--- src/rtl/serial_addsub_seq_pkg.sv ---
// Shared definitions for the bit-serial add/subtract sequencer.
//   state_t   : sequencer states (IDLE, RUN, DONE)
//   DEF_WIDTH : default operand/result width
//   OP_ADD / OP_SUB : encodings of the 'sub' op select
package addsub_pkg;

    typedef enum logic [1:0] {
        IDLE = 2'd0,
        RUN  = 2'd1,
        DONE = 2'd2
    } state_t;

    localparam int   DEF_WIDTH = 8;
    localparam logic OP_ADD    = 1'b0;
    localparam logic OP_SUB    = 1'b1;

endpackage

--- src/rtl/serial_addsub_seq_if.sv ---
// Handshake/operand bundle between a requester and the serial add/sub sequencer.
//   start, sub, a, b                   : request side (driven by master)
//   ready, busy, done, result, cout,
//   overflow                           : status/result side (driven by slave)
interface serial_addsub_seq_if #(
    parameter int WIDTH = addsub_pkg::DEF_WIDTH
);
    logic             start;
    logic             sub;
    logic [WIDTH-1:0] a;
    logic [WIDTH-1:0] b;
    logic             ready;
    logic             busy;
    logic             done;
    logic [WIDTH-1:0] result;
    logic             cout;
    logic             overflow;

    modport master (
        output start, sub, a, b,
        input  ready, busy, done, result, cout, overflow
    );

    modport slave (
        input  start, sub, a, b,
        output ready, busy, done, result, cout, overflow
    );
endinterface

--- src/rtl/full_adder.sv ---
// One-bit full adder.
//   a, b : addend bits
//   c    : carry in
//   s    : sum bit
//   cr   : carry out
module full_adder (
    input  logic a,
    input  logic b,
    input  logic c,
    output logic s,
    output logic cr
);
    assign s  = a ^ b ^ c;
    assign cr = (a & b) | (c & (a ^ b));
endmodule

--- src/rtl/serial_addsub_seq.sv ---
// Bit-serial two's-complement add/subtract sequencer. Captures two operands
// and an op select on a start/ready handshake, then feeds one full_adder one
// bit per clock (LSB first), rippling the carry through a register. The
// result, carry-out and signed overflow are held from done until the next
// accepted start.
//   clk   : rising-edge clock
//   rst_n : asynchronous active-low reset
//   bus   : slave side of serial_addsub_seq_if
//             start/sub/a/b in; ready (IDLE), busy (RUN), done (1-cycle pulse),
//             result, cout (sub: 1 = no borrow), overflow (signed) out
module serial_addsub_seq
    import addsub_pkg::*;
#(
    parameter int WIDTH = DEF_WIDTH,
    parameter int CNT_W = $clog2(WIDTH)
) (
    input  logic                clk,
    input  logic                rst_n,
    serial_addsub_seq_if.slave  bus
);

    localparam logic [CNT_W-1:0] LAST_IDX = CNT_W'(WIDTH - 1);

    state_t           state;
    state_t           state_nxt;
    logic [WIDTH-1:0] opa;
    logic [WIDTH-1:0] opb;
    logic             carry;
    logic [CNT_W-1:0] idx;
    logic [WIDTH-1:0] result_q;
    logic             cout_q;
    logic             overflow_q;

    logic             accept;
    logic             last_bit;
    logic             fa_s;
    logic             fa_cr;

    assign accept   = (state == IDLE) && bus.start;
    assign last_bit = (idx == LAST_IDX);

    full_adder u_fa (
        .a  (opa[idx]),
        .b  (opb[idx]),
        .c  (carry),
        .s  (fa_s),
        .cr (fa_cr)
    );

    // State register.
    // NOTE: sequential state uses non-blocking assignments so every register
    // samples pre-edge values regardless of block ordering.
    always_ff @(posedge clk or negedge rst_n) begin
        if (!rst_n) begin
            state <= IDLE;
        end else begin
            state <= state_nxt;
        end
    end

    // Next-state logic.
    // NOTE: the default assignment up front keeps this block free of latches.
    always_comb begin
        state_nxt = state;
        case (state)
            IDLE:    if (bus.start) state_nxt = RUN;
            RUN:     if (last_bit)  state_nxt = DONE;
            DONE:    state_nxt = IDLE;
            default: state_nxt = IDLE;
        endcase
    end

    // Outputs decoded from the state register only.
    always_comb begin
        bus.ready = (state == IDLE);
        bus.busy  = (state == RUN);
        bus.done  = (state == DONE);
    end

    assign bus.result   = result_q;
    assign bus.cout     = cout_q;
    assign bus.overflow = overflow_q;

    // Datapath. Subtraction is a + ~b + 1, so the inverted operand and an
    // initial carry of 1 are set up at capture time.
    always_ff @(posedge clk or negedge rst_n) begin
        if (!rst_n) begin
            opa        <= '0;
            opb        <= '0;
            carry      <= 1'b0;
            idx        <= '0;
            result_q   <= '0;
            cout_q     <= 1'b0;
            overflow_q <= 1'b0;
        end else if (accept) begin
            opa      <= bus.a;
            opb      <= (bus.sub == OP_SUB) ? ~bus.b : bus.b;
            carry    <= bus.sub;
            idx      <= '0;
            result_q <= '0;
        end else if (state == RUN) begin
            result_q[idx] <= fa_s;
            carry         <= fa_cr;
            if (last_bit) begin
                cout_q     <= fa_cr;
                // carry still holds the carry into the MSB here.
                overflow_q <= carry ^ fa_cr;
            end
            idx <= idx + CNT_W'(1);
        end
    end

endmodule

--- src/flat_wrapper.sv ---
// flat-port wrapper written by rule: the top's interface ports become plain ports
module serial_addsub_seq_flat import addsub_pkg::*;
#(
    parameter int WIDTH = DEF_WIDTH,
    parameter int CNT_W = $clog2(WIDTH)
)
  (clk, rst_n, bus_start, bus_sub, bus_a, bus_b, bus_ready, bus_busy, bus_done, bus_result, bus_cout, bus_overflow);
  serial_addsub_seq_if #(.WIDTH(WIDTH)) bus_i ();
  input  logic clk;
  input  logic rst_n;
  input wire logic [$bits(bus_i.start)-1:0] bus_start;
  input wire logic [$bits(bus_i.sub)-1:0] bus_sub;
  input wire logic [$bits(bus_i.a)-1:0] bus_a;
  input wire logic [$bits(bus_i.b)-1:0] bus_b;
  output wire logic [$bits(bus_i.ready)-1:0] bus_ready;
  output wire logic [$bits(bus_i.busy)-1:0] bus_busy;
  output wire logic [$bits(bus_i.done)-1:0] bus_done;
  output wire logic [$bits(bus_i.result)-1:0] bus_result;
  output wire logic [$bits(bus_i.cout)-1:0] bus_cout;
  output wire logic [$bits(bus_i.overflow)-1:0] bus_overflow;
  assign bus_i.start = bus_start;
  assign bus_i.sub = bus_sub;
  assign bus_i.a = bus_a;
  assign bus_i.b = bus_b;
  assign bus_ready = bus_i.ready;
  assign bus_busy = bus_i.busy;
  assign bus_done = bus_i.done;
  assign bus_result = bus_i.result;
  assign bus_cout = bus_i.cout;
  assign bus_overflow = bus_i.overflow;
  serial_addsub_seq #(.WIDTH(WIDTH), .CNT_W(CNT_W)) u_core (.clk(clk), .rst_n(rst_n), .bus(bus_i));
endmodule
--- config.mk ---
export PLATFORM = sky130hd
export DESIGN_NAME = serial_addsub_seq_flat
export DESIGN_NICKNAME = d
export VERILOG_FILES = /design/src/rtl/serial_addsub_seq_pkg.sv /design/src/rtl/serial_addsub_seq_if.sv /design/src/rtl/full_adder.sv /design/src/rtl/serial_addsub_seq.sv /design/src/flat_wrapper.sv
export SDC_FILE = /design/constraint.sdc
export NUM_CORES = 1
export LEC_CHECK = 0
export CORE_MARGIN = 2
export CORE_UTILIZATION = 25
export CTS_CLUSTER_DIAMETER = 100
export DETAILED_ROUTE_END_ITERATION = 7
export HOLD_SLACK_MARGIN = 0.02
export SKIP_CTS_REPAIR_TIMING = 1
export SYNTH_ARGS = -nofsm -noshare
export SYNTH_HDL_FRONTEND = slang
export SYNTH_HIERARCHICAL = 1
export SYNTH_SLANG_ARGS = --single-unit
--- constraint.sdc ---
create_clock -name clk -period 5.3 [get_ports clk]
set_clock_uncertainty 0.2 [all_clocks]
set_input_delay 1.59 -clock clk [delete_from_list [all_inputs] [get_ports clk]]
set_output_delay 1.59 -clock clk [all_outputs]
set_load 0.02 [all_outputs]
==> impl_metrics.json, run 1 <==
{
  "status": "finished, final reports clean",
  "avgSynthCellArea_um2": 9.75,
  "drtPass1Iterations": 4,
  "ys_seq_area_share_pct": 48.9,
  "fin_ws_ps": 1760,
  "rsz0062_at_grt": "no",
  "max_freq_mhz": 282,
  "setup_viol": 0,
  "synth_mux_area_share_pct": 7.79,
  "yosysTopAreaCellShare_pct": 48.9,
  "h-tree-depth": 2,
  "grt_pass1_vias": 1249,
  "wl_per_cell_um": 12.2,
  "final_cell_mix": "41 x nand2_1, 32 x clkdlybuf4s50_1, 32 x dfrtp_1",
  "hold_class": "flip-flop to flip-flop",
  "n_antenna_cell": 0,
  "fin_setup_tns_ps": 0,
  "start_util_pct": 25.8,
  "clkTransAtPathRegs_ps": 60,
  "cts_tree": "yes",
  "ys_seq_elements": 32,
  "routed.top_layer": "met4",
  "dp_hpwl_um": 2330,
  "syn_area_mm2": 0.00164,
  "peakVddDrop_mv": 0.316,
  "worst_hold_slack_ps": 270,
  "antenna_found_initial": 0,
  "synthSimpleGateAreaFrac_pct": 22.2,
  "final-instance-count-excl-fill": 275,
  "drv_cap": 0,
  "holdPathEnd": "u_core/opa[5]",
  "yosysTopAreaCell": "dfrtp_1",
  "hold_depth": 2,
  "worst_slew_pin_slew_ps": 732,
  "wl_met3_um": 137,
  "drt_wl_total_um": 3350,
  "cellPowerDensity_mw_per_mm2": 609,
  "synth_xor_area_share_pct": 4.81,
  "fin_crit_sh_pct": 66.8,
  "grt_max_degree": 35,
  "die_height_um": 84.9,
  "area_growth_pct": 27.5,
  "yosysWarningCount": 6,
  "leakagePower_nw": 0.959,
  "endpoint_kind": "primary output",
  "core-area_mm2": 0.00635,
  "r2r_end": "u_core/bus.result[0]",
  "numCtsBuffers": 5,
  "portBuffers": 32,
  "num-nets-final": 221,
  "mostFrequentLayoutCell": "nand2_1",
  "worst-path-max-fanout": 13,
  "wl_met1_um": 1600,
  "finalPower_mw": 1.27,
  "synth-compound-area-share_pct": 8.17,
  "max-slew-margin-rel_pct": 51.2,
  "syn_inst": 168,
  "synth-adder-area-share_pct": 2.75,
  "hold_viol": 0,
  "critPathRequiredTime_ps": 3510,
  "ys_top_cells_by_area": "dfrtp_1 49%, nand2_1 9.4%, mux2i_1 5.5%, xnor2_1 4.8%, nor2_1 4.1%",
  "startpoint_type": "flip-flop",
  "reg2reg_from": "u_core/idx[0]",
  "wl_met2_um": 1540,
  "std_cell_rows": 29,
  "rr_worst_depth": 5,
  "place_congestion": 0.719,
  "vias": 1219,
  "cp_data_arrival_time_ps": 1750,
  "r2r_slack_ps": 2460,
  "slew_violations": 0,
  "drc": 0,
  "vias_per_cell": 4.43,
  "dieArea_mm2": 0.00721,
  "cts_root_buf": "clkbuf_8",
  "synth_top_family_by_area": "simple AND/OR/NAND/NOR gates",
  "synth.distinct_cells": 35,
  "period_needed_ps": 3540,
  "drtIter0Drc": 45,
  "drtAntennaViolNets": 0,
  "path_class": "flip-flop to primary output",
  "place_inst": 268,
  "post-place-ws_ps": 2040,
  "syn-num-nets": 191,
  "die_w_um": 84.9,
  "drive_gt1_share_pct": 8.59,
  "gr-usage-all-layers_pct": 10.3,
  "grt_pass1_wl_um": 5800,
  "clock_sinks": 32,
  "cts_buffer_depth": 2,
  "ios": 33,
  "clk_latency_ps": 280,
  "crit_path_start": "u_core/state[1]",
  "overflow": 0,
  "hold_start": "u_core/opa[5]"
}
worst max-delay path by stage:
stage | slack, ps | cells past startpoint | endpoint
2_1_floorplan | 2700 | 1 | bus_ready
6_report | 1760 | 2 | bus_busy
4_1_cts | 1730 | 2 | bus_busy
3_3_place_gp | 2070 | 2 | bus_busy
3_5_place_dp | 2040 | 2 | bus_busy
5_1_grt | 1670 | 2 | bus_busy
Yosys cell counts, drive strengths merged:
cell type and count:
a211oi 1, a21o 1, a21oi 12, a221o 1, a22oi 1, a311o 1, and2b 1, and3 1
buf 10, clkbuf 1, dfrtp 32, fa 1, ha 2, inv 3, mux2 3, mux2i 9
nand2 41, nand2b 1, nand3 6, nand3b 1, nand4 1, nand4b 1, nor2 18, nor2b 2
nor3b 2, o21ai 5, o22ai 1, xnor2 9
power by group:
group / switching (mW) / internal [mW]
sequential: 0.113 / 0.354
combinational: 0.316 / 0.289
clock: 0.0850 / 0.115
total: 0.513 / 0.759
per-layer routing:
layer | GRT usage, % | up-vias
li1 | - | 610
met1 | 12.7 | 576
met2 | 16.3 | 26
met3 | 3.21 | 7
met4 | 5.19 | 0
met5 | 0 | -
worst max-delay path: stages, from the launching register on:
cell	delay, ps
dfrtp_1	480
nor2b_4	330
clkdlybuf4s50_1	670
cell families after synthesis:
kind of cell | Yosys count
AO/OA/AOI/OAI | 23
buffers and inverters | 14
adder cells (fa/ha/maj) | 3
AND/OR/NAND/NOR | 75
flip-flops | 32
XOR/XNOR | 9
multiplexers | 12
area by class of cell:
type,instances,area (um^2)
timing repair buffer,34,335
clock buffer,7,96.3
fill,669,4260
multi-input combinational,122,748
sequential,32,801
inverter,3,11.3
tap,77,96.3
sequential cells by signal (all words and copies together), names as in the netlist:
name and count:
u_core/state 2, u_core/bus.overflow 1, u_core/idx 3, u_core/opa 8
u_core/bus.result 8, u_core/opb 8, u_core/carry 1, u_core/bus.cout 1
per-stage QoR:
stage / instance area, um^2 / util, %
after floorplan: 1640 / -
after global placement: 1990 / 31.4
after detailed placement: 1990 / 31.4
after CTS: 2090 / 32.9
after global routing: 2090 / 32.9
final: 2090 / 32.9
(Power assumes the default switching activity.)
==> inputs of run 2 (changes only) <==
Clock period 5.3 ns to 3.6 ns, I/O delays scaled along.
==> impl_metrics.json, run 2 (synthesis gave the netlist of run 1 again) <==
{
  "status": "finished, final reports clean",
  "wl_per_cell_um": 11.6,
  "hold_class": "flip-flop to flip-flop",
  "vias": 1185,
  "clock_sinks": 32,
  "setup_viol": 0,
  "drive_gt1_share_pct": 9.05,
  "hold_viol": 0,
  "worst_hold_slack_ps": 268,
  "final_cell_mix": "41 x nand2_1, 32 x clkdlybuf4s50_1, 32 x dfrtp_1",
  "fin_ws_ps": 561,
  "rsz0062_at_grt": "no",
  "dieArea_mm2": 0.00721,
  "hold_start": "u_core/opa[4]",
  "cts_buffer_depth": 2,
  "mostFrequentLayoutCell": "nand2_1",
  "period_needed_ps": 3040,
  "max_freq_mhz": 329,
  "drtPass1Iterations": 4,
  "vias_per_cell": 4.29,
  "core-area_mm2": 0.00635,
  "cellPowerDensity_mw_per_mm2": 884,
  "critPathRequiredTime_ps": 2320,
  "die_height_um": 84.9,
  "grt_pass1_wl_um": 5690,
  "overflow": 0,
  "rr_worst_depth": 5,
  "worst-path-max-fanout": 13,
  "startpoint_type": "flip-flop",
  "clk_latency_ps": 280,
  "drv_cap": 0,
  "dp_hpwl_um": 2280,
  "grt_max_degree": 33,
  "post-place-ws_ps": 673,
  "r2r_slack_ps": 810,
  "peakVddDrop_mv": 0.374,
  "num-nets-final": 221,
  "fin_crit_sh_pct": 84.4,
  "grt_pass1_vias": 1236,
  "endpoint_kind": "primary output",
  "area_growth_pct": 27.3,
  "fin_util_pct": 32.8,
  "cts_root_buf": "clkbuf_8",
  "cp_data_arrival_time_ps": 1760,
  "numCtsBuffers": 5,
  "antenna_found_initial": 0,
  "std_cell_rows": 29,
  "clkTransAtPathRegs_ps": 70,
  "drt_wl_total_um": 3200,
  "fin_setup_tns_ps": 0,
  "path_class": "flip-flop to primary output",
  "cts_tree": "yes",
  "worst_slew_pin_slew_ps": 688,
  "max-slew-margin-rel_pct": 54.1,
  "place_congestion": 0.707,
  "slew_violations": 0,
  "h-tree-depth": 2,
  "leakagePower_nw": 0.960,
  "start_util_pct": 25.8,
  "r2r_end": "u_core/bus.result[4]",
  "drc": 0,
  "portBuffers": 32,
  "reg2reg_from": "u_core/idx[0]",
  "die_w_um": 84.9,
  "holdPathEnd": "u_core/opa[4]",
  "hold_depth": 2,
  "gr-usage-all-layers_pct": 9.98,
  "ios": 33,
  "n_antenna_cell": 0,
  "drtAntennaViolNets": 0,
  "drtIter0Drc": 54
}
## run 2: changes by cell type in the layout (fill, tap and decap cells not counted)
cell / change
clkbuf_8: -1
clkinv_2: +2
## run 2: final cells by class
class / instances / area (um^2)
Clock buffer: 6 / 82.6
Tap cell: 77 / 96.3
Clock inverter: 2 / 10.0
Inverter: 3 / 11.3
Fill cell: 656 / 4270
Multi-Input combinational cell: 122 / 748
Timing Repair Buffer: 34 / 335
Sequential cell: 32 / 801
## run 2: worst max-delay path: stages, from the launching register on
cell and delay, ps:
dfrtp_1 480, nor2b_4 320, clkdlybuf4s50_1 670
## run 2: how the worst max path moves through the flow
stage | cells past startpoint | start | slack, ps | endpoint
global route | 2 | u_core/state[0] | 470 | bus_busy
detailed placement | 5 | bus_start | 670 | u_core/opb[2]
global placement | 5 | bus_start | 710 | u_core/opb[3]
finish | 2 | u_core/state[1] | 560 | bus_busy
CTS | 2 | u_core/state[1] | 530 | bus_busy
floorplan | 9 | u_core/idx[0] | 1230 | u_core/bus.result[4]
## run 2: routing by layer
layer  part of all wire (%)  vias to the layer above  track usage (%)
met5                      0                        -                0
met4                   0.59                        0             3.03
met3                    5.4                        3             4.28
met2                     47                       29             15.6
met1                     47                      537             12.5
li1                       -                      616                -
## run 2: where the power goes
part	switching, mW	internal [mW]	leakage [nW]	total [mW]
Clock	0.128	0.152	0.0510	0.281
Combinational	0.455	0.424	0.517	0.879
Sequential	0.162	0.522	0.392	0.684
## run 2: metrics by stage
| step | cells | power, mW | instance area (um^2) |
|---|---|---|---|
| 4_1_cts | 276 | 1.88 | 2080 |
| 2_1_floorplan | 168 | 1.35 | 1640 |
| 3_5_place_dp | 268 | 1.59 | 1990 |
| 6_report | 276 | 1.84 | 2080 |
| 5_1_grt | 276 | 2.02 | 2080 |
| 3_3_place_gp | 268 | 1.58 | 1990 |
==> inputs of run 3 (changes only) <==
Clock period 3.6 ns to 2.95 ns, I/O delays scaled along.
==> impl_metrics.json, run 3 (synthesis gave the netlist of run 1 again) <==
{
  "status": "finished, final reports clean",
  "setup_viol": 0,
  "overflow": 0,
  "mostFrequentLayoutCell": "nand2_1",
  "portBuffers": 32,
  "drv_cap": 0,
  "grt_max_degree": 33,
  "max_freq_mhz": 374,
  "ios": 33,
  "grt_pass1_wl_um": 5830,
  "worst_slew_pin_slew_ps": 520,
  "vias_per_cell": 4.33,
  "wl_per_cell_um": 12.1,
  "drtIter0Drc": 52,
  "drtAntennaViolNets": 0,
  "nFillCells": 673,
  "num-nets-final": 225,
  "hold_viol": 0,
  "post-place-ws_ps": 381,
  "pwr-share-comb_pct": 49.3,
  "cts_buffer_depth": 2,
  "place_congestion": 0.738,
  "seq_power_share_pct": 35.7,
  "clkTransAtPathRegs_ps": 60,
  "cts_tree": "yes",
  "drt_wl_total_um": 3400,
  "p_clk_share_pct": 15.0,
  "core-area_mm2": 0.00635,
  "path_class": "flip-flop to primary output",
  "clk_latency_ps": 280,
  "place_area_mm2": 0.00202,
  "peakVddDrop_mv": 0.590,
  "hold_class": "flip-flop to flip-flop",
  "fin_setup_tns_ps": 0,
  "slew_violations": 0,
  "dieArea_mm2": 0.00721,
  "fin_crit_sh_pct": 90.5,
  "antenna_found_initial": 0,
  "swShare_pct": 40.3,
  "rsz0062_at_grt": "no",
  "dp_hpwl_um": 2470,
  "n_antenna_cell": 0,
  "critPathRequiredTime_ps": 1870,
  "finalPower_mw": 2.31,
  "drive_gt1_share_pct": 9.85,
  "final_cell_mix": "41 x nand2_1, 32 x clkdlybuf4s50_1, 32 x dfrtp_1",
  "gr-usage-all-layers_pct": 10.2,
  "endpoint_kind": "primary output",
  "area_growth_pct": 29.0,
  "max-slew-margin-rel_pct": 65.2,
  "numCtsBuffers": 5,
  "clock_sinks": 32,
  "period_needed_ps": 2670,
  "cellPowerDensity_mw_per_mm2": 1090,
  "fin_ws_ps": 279,
  "p_switching_uw": 930,
  "h-tree-depth": 2,
  "cp_data_arrival_time_ps": 1590,
  "grt_pass1_vias": 1220,
  "drc": 0,
  "cts_root_buf": "clkbuf_8",
  "die_height_um": 84.9,
  "drtPass1Iterations": 4,
  "p_int_mw": 1.38,
  "die_w_um": 84.9,
  "startpoint_type": "flip-flop",
  "fin_area_mm2": 0.00211,
  "worst-path-max-fanout": 5,
  "leakagePower_nw": 0.974,
  "std_cell_rows": 29,
  "start_util_pct": 25.8,
  "vias": 1212
}
## run 3: changes by cell type in the layout (fill, tap and decap cells not counted)
cell / delta
buf_4: +4
clkinv_2: -2
clkbuf_1: +2
## run 3: area by class of cell
| cell class | instances | area (um^2) | share of cell area [%] |
|---|---|---|---|
| repair buffers | 38 | 365 | 17.3 |
| clock buffers | 8 | 90.1 | 4.27 |
| multi-input cells | 122 | 748 | 35.4 |
| flip-flops and latches | 32 | 801 | 37.9 |
| inverters | 3 | 11.3 | 0.533 |
| well taps | 77 | 96.3 | 4.56 |
## run 3: worst paths after layout
kind	slack [ps]	start	end	depth (start not counted)
worst max register to register	380	u_core/idx[0]	u_core/bus.result[0]	7
max in group asynchronous	1450	rst_n	u_core/opa[6]	2
worst max-delay path	280	u_core/state[1]	bus_done	2
worst min register to register	270	u_core/opa[6]	u_core/opa[6]	2
worst min-delay path	270	u_core/opa[6]	u_core/opa[6]	2
min in group asynchronous	800	rst_n	u_core/carry	2
## run 3: metal layers
layer  track usage (%)  up-vias  part of all wire [%]
li1                  -      625                     -
met1              13.1      562                    48
met2              16.0       25                    47
met3              3.99        0                   5.2
met4              2.60        0                     0
met5                 0        -                     0
## run 3: per-stage QoR
step	instances	utilization (%)	hold WS [ps]
floorplan	168	-	239
global placement	272	31.8	263
detailed placement	272	31.8	257
CTS	280	33.3	273
global route	280	33.3	291
finish	280	33.3	272
## run 3: power by group through the flow
| stage | combinational (mW) | clock, mW | sequential [mW] |
|---|---|---|---|
| floorplan | 0.834 | 0 | 0.810 |
| global placement | 1.13 | 0 | 0.828 |
| detailed placement | 1.15 | 0 | 0.837 |
| CTS | 1.16 | 0.357 | 0.829 |
| global route | 1.27 | 0.384 | 0.855 |
| finish | 1.14 | 0.346 | 0.824 |
## run 3: worst max-delay path: stages (launching register included)
cell and delay [ps]:
dfrtp_1 530, and2b_2 190, clkdlybuf4s50_1 590
